$ cat config.mk
export PLATFORM = sky130hd
export DESIGN_NAME = mux_arb_n
export DESIGN_NICKNAME = d
export VERILOG_FILES = /design/src/rtl/mux_arb_n.sv
export SDC_FILE = /design/constraint.sdc
export NUM_CORES = 1
export LEC_CHECK = 0
export BUFFER_PORTS_ARGS = -buffer_cell sky130_fd_sc_hd__buf_2
export CAP_MARGIN = 30
export CORE_MARGIN = 3
export CORE_UTILIZATION = 52
export DETAILED_ROUTE_END_ITERATION = 8
export HOLD_SLACK_MARGIN = 0.08
export PLACE_DENSITY = 0.82
export SYNTH_ARGS = -nofsm -noshare
export SYNTH_HDL_FRONTEND = slang
export SYNTH_SLANG_ARGS = --single-unit
$ cat constraint.sdc
create_clock -name clk -period 2.6 [get_ports clk]
set_input_delay 0.52 -clock clk [delete_from_list [all_inputs] [get_ports clk]]
set_output_delay 0.52 -clock clk [all_outputs]
set_load 0.01 [all_outputs]
$ cat src/rtl/mux_arb_n.sv
// -----------------------------------------------------------------------------
// mux_arb_n
//
// Parametrised N:1 channel multiplexer with valid/ready handshakes on every
// input channel and on the single output. The output stage is one register
// deep and can reload in the same cycle it drains, so it sustains one beat
// per cycle.
//
// Grant selection:
//   mode = 0 : direct select. The channel named by sel is granted when it is
//              valid. sel values >= NCH never grant.
//   mode = 1 : round-robin. The search starts at rr_ptr and moves upward,
//              wrapping at NCH. rr_ptr moves past a channel when that
//              channel's last beat is accepted, in either mode.
//
// Once a channel has a beat accepted without its last flag, the arbiter locks
// onto that channel. Only that channel can be granted until its last beat is
// accepted. While locked, mode and sel are ignored and other channels stall,
// even when the locked channel has a gap in its valid.
//
// Ports:
//   clk        : clock, all state updates on the rising edge
//   rst        : synchronous, active-high reset
//   din        : flattened channel data, channel i at [i*DLEN +: DLEN]
//   din_valid  : per-channel valid
//   din_last   : per-channel last-beat flag, used only on an accepted beat
//   din_ready  : per-channel ready, combinational, at most one bit set
//   mode       : 0 = direct select, 1 = round-robin
//   sel        : channel index used in direct-select mode
//   dout       : registered output data
//   dout_ch    : registered index of the channel that supplied dout
//   dout_last  : registered last flag of the beat in dout
//   dout_valid : registered output valid
//   dout_ready : downstream ready
// -----------------------------------------------------------------------------
module mux_arb_n #(
    parameter  int DLEN = 32,
    parameter  int NCH  = 4,
    localparam int SELW = $clog2(NCH)
) (
    input  logic                clk,
    input  logic                rst,
    input  logic [NCH*DLEN-1:0] din,
    input  logic [NCH-1:0]      din_valid,
    input  logic [NCH-1:0]      din_last,
    output logic [NCH-1:0]      din_ready,
    input  logic                mode,
    input  logic [SELW-1:0]     sel,
    output logic [DLEN-1:0]     dout,
    output logic [SELW-1:0]     dout_ch,
    output logic                dout_last,
    output logic                dout_valid,
    input  logic                dout_ready
);

    // Arbiter state. IDLE picks a new channel each beat. LOCKED stays on
    // lock_ch until that channel's last beat is accepted.
    typedef enum logic {
        IDLE   = 1'b0,
        LOCKED = 1'b1
    } state_t;

    state_t          state;
    logic [SELW-1:0] rr_ptr;
    logic [SELW-1:0] lock_ch;

    // Candidate channel for this cycle and whether it has a beat to offer.
    logic [SELW-1:0] cand;
    logic            cand_valid;
    int              rr_idx;

    // Output stage may take a new beat when empty, or when it is draining
    // this cycle.
    logic            load;
    logic            grant;
    logic [SELW-1:0] rr_next;

    // Channel data unpacked for clean indexing by channel number.
    logic [DLEN-1:0] ch_data [NCH];

    for (genvar g = 0; g < NCH; g++) begin : g_split
        assign ch_data[g] = din[g*DLEN +: DLEN];
    end

    assign load = ~dout_valid | dout_ready;

    // ---------------------------------------------------------------------
    // Candidate selection
    // ---------------------------------------------------------------------
    always_comb begin
        // NOTE: every variable gets a default before any branch, so no path
        // can leave it unassigned and no latch is inferred.
        cand       = '0;
        cand_valid = 1'b0;
        rr_idx     = 0;

        if (state == LOCKED) begin
            cand       = lock_ch;
            cand_valid = din_valid[lock_ch];
        end else if (!mode) begin
            cand = sel;
            // sel can exceed NCH-1 only when NCH is not a power of two.
            if (int'(sel) < NCH) begin
                cand_valid = din_valid[sel];
            end
        end else begin
            // Scan from the farthest offset down to offset 0. The last hit
            // wins, so the lowest offset from rr_ptr takes priority.
            for (int k = NCH - 1; k >= 0; k--) begin
                rr_idx = int'(rr_ptr) + k;
                if (rr_idx >= NCH) begin
                    rr_idx = rr_idx - NCH;
                end
                if (din_valid[SELW'(rr_idx)]) begin
                    cand       = SELW'(rr_idx);
                    cand_valid = 1'b1;
                end
            end
        end
    end

    // Reset has priority over every event, so no handshake completes while
    // it is asserted.
    assign grant = ~rst & load & cand_valid;

    // Round-robin pointer advance wraps at NCH, not at 2**SELW.
    assign rr_next = (int'(cand) == NCH - 1) ? '0 : cand + SELW'(1);

    always_comb begin
        din_ready = '0;
        if (grant) begin
            din_ready[cand] = 1'b1;
        end
    end

    // ---------------------------------------------------------------------
    // Arbiter FSM and registered output stage
    // ---------------------------------------------------------------------
    always_ff @(posedge clk) begin
        // NOTE: non-blocking assignments throughout, so every register
        // samples the values from before this edge regardless of order.
        if (rst) begin
            // NOTE: the data registers are reset too. dout and dout_ch are
            // visible outputs and must not carry stale values after reset.
            state      <= IDLE;
            rr_ptr     <= '0;
            lock_ch    <= '0;
            dout       <= '0;
            dout_ch    <= '0;
            dout_last  <= 1'b0;
            dout_valid <= 1'b0;
        end else if (grant) begin
            dout       <= ch_data[cand];
            dout_ch    <= cand;
            dout_last  <= din_last[cand];
            dout_valid <= 1'b1;
            if (din_last[cand]) begin
                state  <= IDLE;
                rr_ptr <= rr_next;
            end else begin
                state   <= LOCKED;
                lock_ch <= cand;
            end
        end else if (dout_ready) begin
            // Drained with nothing to replace it. The data fields keep their
            // last value.
            dout_valid <= 1'b0;
        end
    end

endmodule

# Yosys cells after proc, flatten, opt, wreduce, memory -nomap -nowiden
# Cells that the tools add are included.
[op_classes]
muxes = 52
n_addsub = 8
n_mul = 0
n_div = 0
reduce_logical = 4
eq_ne = 1
shifts = 0
n_lt_le_gt_ge = 13
bitwise = 7
[ops]
columns = ["operator", "count"]
rows = [
  ["32-bit binary-select mux with 2-bit select", 1],
  ["32-bit two-way mux", 2],
  ["2-bit two-way mux", 19],
  ["1-bit two-way mux", 21],
  ["2-bit by 4-bit less-than comparator with 1-bit output (second input constant)", 4],
  ["1-bit binary-select mux with 2-bit select", 7],
  ["3-bit >= comparator (second input constant)", 4],
  ["2-bit by 3-bit less-than comparator with 1-bit output (second input constant)", 3],
  ["2-bit by 1-bit subtractor with 2-bit output (second input constant)", 4],
  ["2-bit by 2-bit adder with 3-bit output (second input constant)", 2],
  ["4-bit two-way mux", 1],
  ["2-bit AND reduction", 2],
  ["2-bit by 1-bit adder with 3-bit output (second input constant)", 1],
  ["2-bit by 3-bit >= comparator with 1-bit output (second input constant)", 1],
  ["1-bit inverter", 3],
  ["2-bit inverter with 3-bit output", 1],
  ["2-bit by 1-bit adder with 2-bit output (second input constant)", 1],
  ["1-bit AND", 2],
  ["1-bit demux with 2-bit select", 1],
  ["2-bit by 1-bit equality test with 1-bit output (second input constant)", 1],
  ["2-bit by 1-bit >= comparator with 1-bit output (second input constant)", 1],
  ["2-bit nonzero test", 1],
  ["1-bit logical AND", 1],
  ["1-bit bitwise OR", 1],
]
[word_totals]
latch_bits = 0
out_inout_bits = 40
romBits = 0
register_bits = 41
ram_bits = 0
mem_count = 0

# Logic depth before layout (Yosys ltp)
# Gate-level depths: netlist (run 1).
[logic_depth]
word_depth = 19
mapped_depth = 9
depth_no_buf = 8

# Worst setup path before layout (run 1)
# OpenSTA, ideal clock, no wires.
[synth_path]
path_kind = "input-to-output"
start = "input port din_valid[1]"
end = "output port din_ready[1]"
slack_ps = 125
t_arrival_ps = 1955
required_ps = 2080
path_stages = 8
path_buffers = 1
cell_sequence = "nor2_1 -> a2bb2oi_1 -> o221ai_1 -> a31oi_4 -> clkbuf_1 -> inv_1 -> ha_1 -> and2_1"
[synth_between]
elab_chain_len = 14
[synth_rtl]
columns = ["item", "line_no", "text"]
rows = [
  ["start, declared", "44", "input logic [NCH-1:0] din_valid,"],
  ["1-bit binary-select mux with 2-bit select", "114", "if (din_valid[SELW'(rr_idx)]) begin"],
  ["1-bit two-way mux (implied by the code) (2 in a row)", "114", ""],
  ["2-bit two-way mux (3 in a row)", "114", ""],
  ["2-bit two-way mux *", "114", ""],
  ["2-bit two-way mux *", "100", "end else if (!mode) begin"],
  ["2-bit two-way mux *", "97", "if (state == LOCKED) begin"],
  ["via cand[0]", "68", "logic [SELW-1:0] cand;"],
  ["2-bit by 3-bit less-than comparator with 1-bit output (implied by the code) / 2-bit by 1-bit >= comparator with 1-bit output (equally long branches)", "132", "din_ready[cand] = 1'b1;"],
  ["1-bit logical AND (implied by the code)", "132", ""],
  ["1-bit two-way mux (implied by the code)", "132", ""],
  ["1-bit demux with 2-bit select *", "132", ""],
  ["4-bit two-way mux *", "131", "if (grant) begin"],
  ["end, declared", "46", "output logic [NCH-1:0] din_ready,"],
]
# Mark *: on every way through the listed nets, which the timed path passes. The rest lies on a longest branch. The select of a mux whose other input is x is not followed.

# Worst setup path after layout (run 1)
[layout_path]
start = "input port din_valid[0]"
end = "output port din_ready[0]"
# Same word-level chain as after synthesis.

==> impl_metrics.json, run 1 <==
{
  "outcome": "complete, no violations",
  "cp-end-kind": "primary output",
  "netlist_area_mm2": 0.00532,
  "hold_ws_ns": 0.457,
  "layout_common_cells": "buf_2, mux2i_1, nand2_1",
  "p_int_uw": 1700,
  "grt.overflow.total": 0,
  "die_area_mm2": 0.0115,
  "grt_pass1_wl_um": 25800,
  "synth_edf_count": 0,
  "utilization": 0.642,
  "final-max-slew-violation-count": 0,
  "diodes": 0,
  "clkPwrFrac": 0.162,
  "ys_ff_latch": 41,
  "syn-num-nets": 790,
  "p_leak_uw": 0.00271,
  "pin_count": 182,
  "vias": 5764,
  "tns_ns": 0,
  "cts_made_buffers": 5,
  "drt_iter0_drc": 422,
  "ant_nets": 0,
  "layout_setup_ws_ns": 0.0583,
  "ys_types": 42,
  "hp-class": "reg2reg",
  "powerDensity_mw_per_mm2": 462,
  "path_clk_slew_ns": 0.09,
  "ctsLongestPathBuffers": 2,
  "wire_per_inst_um": 17.7,
  "finalCriticalPeriod_ns": 2.54,
  "synth_seq_area_share": 0.154,
  "synth_warnings": 0,
  "gr-usage-all-layers": 0.270,
  "initial_core_util": 0.539,
  "gp_congestion": 0.872,
  "vdd_drop_max_v": 0.000242,
  "die_h_um": 107,
  "wl_um": 16300,
  "crit_required_ns": 2.08,
  "cts.sinks": 41,
  "setup_viol": 0,
  "die_w_um": 107,
  "area_growth_syn_to_layout_pct": 19.2,
  "rsz0062_at_grt": "yes",
  "crit_fanout": 6,
  "coreArea_mm2": 0.00986,
  "vias_per_cell": 6.24,
  "power_uw": 2920,
  "tightest_slew_ns": 0.784,
  "cp.arrival_ns": 2.02,
  "fmax_mhz": 393,
  "cap_violations": 0,
  "io_buffer_count": 181,
  "pwr-share-seq": 0.272,
  "cts_max_level": 2,
  "postCtsHoldBufs": 0,
  "worstSkewPairLatency_ns": 0.30,
  "synth_async_sr_flop_share": 0,
  "syn_avg_cell_area_um2": 8.25,
  "first_global_vias": 5493,
  "place_hpwl_um": 11600,
  "swShare": 0.419,
  "root_buffer": "clkbuf_8",
  "synthCells": 644,
  "antenna_found_initial": 0,
  "rows": 36,
  "drt_first_pass_iters": 5,
  "max_slew_margin": 0.478,
  "fin_crit_sh": 0.978,
  "startpoint_type": "input port",
  "p_comb_frac": 0.566,
  "worstSetupPathType": "in2out",
  "place_ws_ns": 0.0159,
  "drc": 0,
  "mostFrequentLayoutCell": "buf_2",
  "synthFlopType": "dfxtp_1",
  "hold_viol": 0,
  "final.setup_skew_ns": 0.00645,
  "cts_tree": "built",
  "fin_nets": 936,
  "p_sw_uw": 1220,
  "rrSetupSlack_ns": 0.28,
  "drive_above_1_share": 0.384,
  "grt_max_degree": 57
}
-- power by group through the flow --
stage / Sequential, uW / Combinational (uW) / Clock (uW)
after floorplan: 814 / 1160 / 0
after global placement: 801 / 1570 / 0
after detailed placement: 806 / 1630 / 0
after CTS: 792 / 1630 / 479
after global routing: 803 / 1810 / 510
final: 795 / 1650 / 475
-- kinds of logic after synthesis --
family,Yosys count,synth area share
AOI/OAI and AO/OA,187,0.247
adders and majority gates,4,0.00942
buffers and inverters,69,0.0734
DFF,41,0.154
muxes,201,0.399
and+or+nand+nor,142,0.117
-- layout make-up --
class / instances / area (um^2)
clock buffer: 7 / 96.3
clock inverter: 1 / 5.00
fill: 848 / 3530
inverter: 4 / 15.0
multi-input combinational: 534 / 4130
sequential: 41 / 828
tap: 133 / 166
timing repair buffer: 204 / 1090
-- cells in the mapped netlist (all sizes together) (2+ instances only) --
master | count | area, um^2
o21ai | 8 | 40.0
clkbuf | 34 | 158
o221ai | 33 | 289
inv | 4 | 15.0
nand2 | 81 | 304
nor2 | 39 | 149
ha | 4 | 50.1
mux2 | 66 | 743
mux4 | 2 | 45.0
nand2b | 7 | 51.3
nor3 | 2 | 10.0
and2 | 4 | 25.0
or2 | 2 | 15.0
a311oi | 2 | 30.0
mux2i | 133 | 1330
o211ai | 64 | 480
dfxtp | 41 | 821
buf | 31 | 218
a21oi | 71 | 355
nor2b | 3 | 26.3
-- worst paths after layout --
| check | end | start | cells after the start |
|---|---|---|---|
| worst min register to register | dout[15] | dout[15] | 2 |
| worst min-delay path | dout[15] | dout[15] | 2 |
| worst max-delay path | din_ready[0] | din_valid[0] | 10 |
| worst max register to register | lock_ch[1] | rr_ptr[1] | 9 |
-- layer usage --
layer,track usage,part of all wire
met5,0,0
met4,0.0795,0.018
met1,0.330,0.41
met3,0.0494,0.074
met2,0.479,0.50
-- registers in the layout (all words and copies together) (netlist names) --
| name | flops |
|---|---|
| dout | 32 |
| dout_ch | 2 |
| lock_ch | 2 |
| rr_ptr | 2 |
| dout_last | 1 |
| dout_valid | 1 |
| state | 1 |
-- critical path: stages --
cell	delay, ns
buf_2	0.13
nor2b_1	0.13
o21a_2	0.23
nor2_4	0.13
mux2i_1	0.10
o21ai_2	0.25
inv_2	0.09
ha_1	0.17
and2_1	0.13
buf_2	0.13
-- repair_timing --
action | in CTS | in global routing
hold endpoints to repair | 0 | 0
setup buffers | 0 | 2
endpoints found under the setup margin | 0 | 4
resized for setup | 0 | 7
-- through the flow --
step | instances | cell area, um^2
after floorplan | 644 | 5320
after global placement | 914 | 6200
after detailed placement | 914 | 6200
after CTS | 922 | 6300
after global routing | 924 | 6330
final | 924 | 6330
No activity file was read; power rests on OpenSTA's default activity.
==> inputs of run 2 (changes only) <==
==> constraint.sdc (replaced) <==
create_clock -name clk -period 2.78 [get_ports clk]
set_input_delay 0.556 -clock clk [delete_from_list [all_inputs] [get_ports clk]]
set_output_delay 0.556 -clock clk [all_outputs]
set_load 0.01 [all_outputs]
==> run 2 against run 1 <==
Compared with the run above: design area fell by 0.99%; clock power fell by 14%; global-route usage shrank 1.5 points; setup slack gained 0.11 ns; sequential cell count did not move; routed wire length is 3.7% lower; non-clock buffer count down 6; hold slack worse by 0.0027 ns; first-iteration DRC count shrank 10%; clock skew about the same; sequential share of layout area grew 0.051 points; combinational power shrank 8%; critical endpoint unchanged.
==> impl_metrics.json, run 2 (synthesis gave the netlist of run 1 again) <==
{
  "root_buffer": "clkbuf_8",
  "largest_register_ffs": 32,
  "post_dp_cell_area_mm2": 0.00617,
  "pin_count": 182,
  "startpoint_type": "flip-flop",
  "drive_above_1_share": 0.375,
  "fin_nets": 930,
  "critical_path.top_delay_family": "flip-flops",
  "r2r_cells": 6,
  "hold_ws_ns": 0.454,
  "fin_crit_sh": 0.941,
  "layout_common_cells": "buf_2, mux2i_1, nand2_1",
  "coreArea_mm2": 0.00986,
  "tightest_slew_ns": 0.756,
  "drt_iter0_drc": 378,
  "finalCriticalPeriod_ns": 2.61,
  "cts_tree": "built",
  "utilization": 0.636,
  "gp_congestion": 0.880,
  "cts.sinks": 41,
  "grt_max_degree": 65,
  "cp_num_cells": 9,
  "rrSetupSlack_ns": 0.49,
  "worstSetupPathType": "reg2out",
  "ctsLongestPathBuffers": 2,
  "mostFrequentLayoutCell": "buf_2",
  "first_global_vias": 5200,
  "drc": 0,
  "diodes": 0,
  "whs_path_depth": 2,
  "die_h_um": 107,
  "cts_max_level": 2,
  "gr-usage-all-layers": 0.255,
  "area_growth_syn_to_layout_pct": 18.0,
  "crit_required_ns": 2.22,
  "hold_viol": 0,
  "final.setup_skew_ns": 0.00631,
  "nFillCells": 852,
  "die_w_um": 107,
  "worstSkewPairLatency_ns": 0.29,
  "final_cell_area_mm2": 0.00627,
  "p_leak_uw": 0.00267,
  "wl_um": 15700,
  "setup_viol": 0,
  "powerDensity_mw_per_mm2": 425,
  "cap_violations": 0,
  "slowest_delay_ns": 0.43,
  "rsz0062_at_grt": "no",
  "top_register": "dout",
  "grt.overflow.total": 0,
  "final-max-slew-violation-count": 0,
  "slowest_stage": "dfxtp_1",
  "drt_first_pass_iters": 5,
  "vias": 5685,
  "vdd_drop_max_v": 0.000223,
  "cp_num_buf_inv": 2,
  "grt_pass1_wl_um": 24500,
  "r2r-start": "lock_ch[1]",
  "cts_setup_buffers": 0,
  "cp.arrival_ns": 2.06,
  "antenna_found_initial": 0,
  "io_buffer_count": 181,
  "wire_per_inst_um": 17.1,
  "rows": 36,
  "vias_per_cell": 6.19,
  "place_hpwl_um": 11000,
  "min_to": "dout[31]",
  "crit_chain": "nand2_1 -> a221oi_4 -> nor2_4 -> mux2i_1 -> o21ai_2 -> inv_1 -> ha_1 -> and2_1 -> buf_2",
  "hp-class": "reg2reg",
  "path_clk_slew_ns": 0.09,
  "tns_ns": 0,
  "outcome": "complete, no violations",
  "cts_made_buffers": 5,
  "r2r_end": "dout[11]",
  "postCtsHoldBufs": 0,
  "ant_nets": 0,
  "max_slew_margin": 0.496,
  "min_from": "dout[31]",
  "crit_fanout": 5,
  "fmax_mhz": 382,
  "initial_core_util": 0.539,
  "die_area_mm2": 0.0115,
  "cp-end-kind": "primary output"
}
run 2: per-layer routing:
metal	vias to the layer above	track usage	wire length (um)
li1	2705	-	-
met5	-	0	0
met4	0	0.0712	182
met3	16	0.0421	1260
met1	2696	0.312	6300
met2	268	0.457	7970
run 2: final cells by class:
| cell class | instances | area [um^2] | area share |
|---|---|---|---|
| Clock buffer | 5 | 68.8 | 0.0110 |
| Clock inverter | 3 | 21.3 | 0.00339 |
| Inverter | 4 | 15.0 | 0.00239 |
| Multi-Input combinational cell | 534 | 4130 | 0.658 |
| Sequential cell | 41 | 823 | 0.131 |
| Tap cell | 133 | 166 | 0.0265 |
| Timing Repair Buffer | 198 | 1050 | 0.167 |
run 2: where the power goes:
part / switching [uW] / internal, uW
Combinational: 837 / 675
Sequential: 74.3 / 672
Clock: 228 / 178
Total: 1140 / 1530
run 2: timing repair:
action                                  CTS  global route
resized for setup                         0             2
endpoints found under the setup margin    0             2
hold endpoints to repair                  0             0
run 2: worst max-delay path by stage:
stage / from / end / slack (ns)
floorplan: din_valid[1] / din_ready[1] / 0.23
global route: rr_ptr[1] / din_ready[0] / 0.01
detailed placement: din_valid[0] / din_ready[0] / 0.1
CTS: din_valid[0] / din_ready[0] / 0.09
global placement: din_valid[0] / din_ready[1] / 0.16
finish: rr_ptr[1] / din_ready[0] / 0.17
run 2: worst reg2reg max path: cells and delay by family (launching register included):
kind | cells | cell delay [ns]
muxes | 1 | 0.43
DFF | 1 | 0.55
AOI/OAI and AO/OA | 4 | 0.50
buffers and inverters | 1 | 0.69
run 2: metrics by stage:
stage,std cells,total power [uW],setup WS [ns]
2_1_floorplan,644,1840,0.233
3_3_place_gp,910,2200,0.159
6_report,918,2660,0.165
3_5_place_dp,910,2260,0.0960
4_1_cts,918,2670,0.0932
5_1_grt,918,2850,0.0105
==> inputs of run 3 (changes only) <==
--- a/config.mk
+++ b/config.mk
@@ -5,6 +5,7 @@
 export SDC_FILE = /design/constraint.sdc
 export NUM_CORES = 1
 export LEC_CHECK = 0
+export ABC_CLOCK_PERIOD_IN_PS = 2780
 export BUFFER_PORTS_ARGS = -buffer_cell sky130_fd_sc_hd__buf_2
 export CAP_MARGIN = 30
 export CORE_MARGIN = 3
@@ -12,6 +13,7 @@
 export DETAILED_ROUTE_END_ITERATION = 8
 export HOLD_SLACK_MARGIN = 0.08
 export PLACE_DENSITY = 0.82
+export REMOVE_ABC_BUFFERS = 1
 export SYNTH_ARGS = -nofsm -noshare
 export SYNTH_HDL_FRONTEND = slang
 export SYNTH_SLANG_ARGS = --single-unit
==> run 3 against run 2 <==
Compared with the run above: clock skew about the same; non-clock buffer count rose by 2; clock-buffer cell count rose by 1; critical path type is now in2out; largest power group unchanged.
==> impl_metrics.json, run 3 (synthesis gave the netlist of run 1 again) <==
{
  "die_h_um": 107,
  "hp-class": "reg2reg",
  "final-max-slew-violation-count": 0,
  "cp_num_buf_inv": 3,
  "cts_tree": "built",
  "max_slew_margin": 0.443,
  "worstSetupEndpoint": "din_ready[1]",
  "startpoint_type": "input port",
  "register_area_um2": 825,
  "pin_count": 182,
  "crit_fanout": 6,
  "ctsLongestPathBuffers": 2,
  "io_buffer_count": 181,
  "slowest_stage": "o21ai_1",
  "drt_first_pass_iters": 5,
  "ant_nets": 0,
  "vias": 5596,
  "drt_iter0_drc": 400,
  "drc": 0,
  "antenna_found_initial": 2,
  "tightest_slew_ns": 0.836,
  "crit_start": "din_valid[0]",
  "critical_path.top_delay_family": "compound AO/OA/AOI/OAI gates",
  "outcome": "complete, no violations",
  "cts.sinks": 41,
  "r2r_cells": 7,
  "r2r-start": "state",
  "utilization": 0.637,
  "root_buffer": "clkbuf_8",
  "power_uw": 2640,
  "finalCriticalPeriod_ns": 2.65,
  "cp.arrival_ns": 2.09,
  "top_register": "dout",
  "gr-usage-all-layers": 0.258,
  "crit_required_ns": 2.22,
  "die_w_um": 107,
  "grt_max_degree": 65,
  "fin_crit_sh": 0.952,
  "first_global_vias": 5355,
  "setup_viol": 0,
  "slowest_delay_ns": 0.25,
  "powerDensity_mw_per_mm2": 420,
  "largest_register_ffs": 32,
  "layout_common_cells": "buf_2, mux2i_1, nand2_1",
  "area_growth_syn_to_layout_pct": 18.1,
  "nFillCells": 864,
  "final.setup_skew_ns": 0.00594,
  "cts_max_level": 2,
  "fmax_mhz": 378,
  "r2r_end": "lock_ch[1]",
  "p_leak_uw": 0.00268,
  "initial_core_util": 0.539,
  "multi_input_area_mm2": 0.00413,
  "wl_um": 15500,
  "cap_violations": 0,
  "gp_congestion": 0.808,
  "grt_pass1_wl_um": 25100,
  "cp_num_cells": 10,
  "vias_per_cell": 6.08,
  "rows": 36,
  "mostFrequentLayoutCell": "buf_2",
  "crit_chain": "buf_2 -> nor2b_1 -> o21a_1 -> nor2_4 -> mux2i_1 -> o21ai_1 -> inv_1 -> ha_1 -> and2_1 -> buf_2",
  "cp-end-kind": "primary output",
  "hold_viol": 0,
  "drive_above_1_share": 0.375,
  "cts_made_buffers": 5,
  "postCtsHoldBufs": 0,
  "wire_per_inst_um": 16.8,
  "worstSetupPathType": "in2out",
  "grt.overflow.total": 0,
  "place_hpwl_um": 11000,
  "rrSetupSlack_ns": 0.51,
  "die_area_mm2": 0.0115,
  "worstSkewPairLatency_ns": 0.29,
  "vdd_drop_max_v": 0.000243,
  "coreArea_mm2": 0.00986,
  "path_common_cell": "buf_2",
  "path_clk_slew_ns": 0.08,
  "fin_nets": 932,
  "rsz0062_at_grt": "no"
}
==> run 3: cell count changes in the layout (fill, tap and decap cells not counted), sizes merged <==
cell      before  now
clkinv         1    2
clkbuf         5    6
buf          198  200
diode          0    1
clkinvlp       1    0
inv            5    4
==> run 3: tightest hold or removal path, delay by kind of cell, from the launching register on <==
| kind | cells | cell delay (ns) |
|---|---|---|
| AOI/OAI and AO/OA | 1 | 0.05 |
| DFF | 1 | 0.31 |
| and+or+nand+nor | 1 | 0.05 |
==> run 3: timing repair <==
| action | 4_1_cts | 5_1_grt |
|---|---|---|
| buffers inserted | 0 | 0 |
| resized for setup | 0 | 2 |
| setup endpoints to repair | 0 | 3 |
==> run 3: cell type report <==
cell class | instances | share of cell area
antenna | 1 | 0.000398
clock buffer | 6 | 0.0116
clock inverter | 2 | 0.00159
inverter | 4 | 0.00239
multi-input combinational | 534 | 0.657
sequential | 41 | 0.131
tap | 133 | 0.0265
timing repair buffer | 200 | 0.169
==> run 3: how the worst min path moves through the flow <==
stage                     from    endpoint  cells past startpoint
floorplan           lock_ch[0]  lock_ch[0]                      2
global placement       dout[6]     dout[6]                      2
detailed placement     dout[6]     dout[6]                      2
CTS                    dout[6]     dout[6]                      2
global route          dout[27]    dout[27]                      2
finish                 dout[6]     dout[6]                      2
==> run 3: power by group <==
group	internal, uW	total, uW	switching [uW]
clock	174	385	211
combinational	678	1510	835
sequential	673	742	69.5
==> run 3: layer usage <==
metal  share of wire  vias to the layer above  global-route usage
met5         0.00084                        -                   0
li1                -                     2708                   -
met4          0.0061                        2              0.0511
met2            0.50                      211               0.458
met1            0.42                     2661               0.322
met3           0.075                       14              0.0500
==> run 3: metrics by stage <==
step           setup TNS, ns  std cells  area [um^2]  setup slack (ns)  hold slack [ns]
2_1_floorplan        -120.60        579         4940             -3.58            0.461
3_3_place_gp               0        912         6180             0.167            0.440
3_5_place_dp               0        912         6180             0.140            0.446
4_1_cts                    0        920         6260             0.133            0.457
5_1_grt                    0        921         6280            0.0145            0.490
6_report                   0        921         6280             0.132            0.452
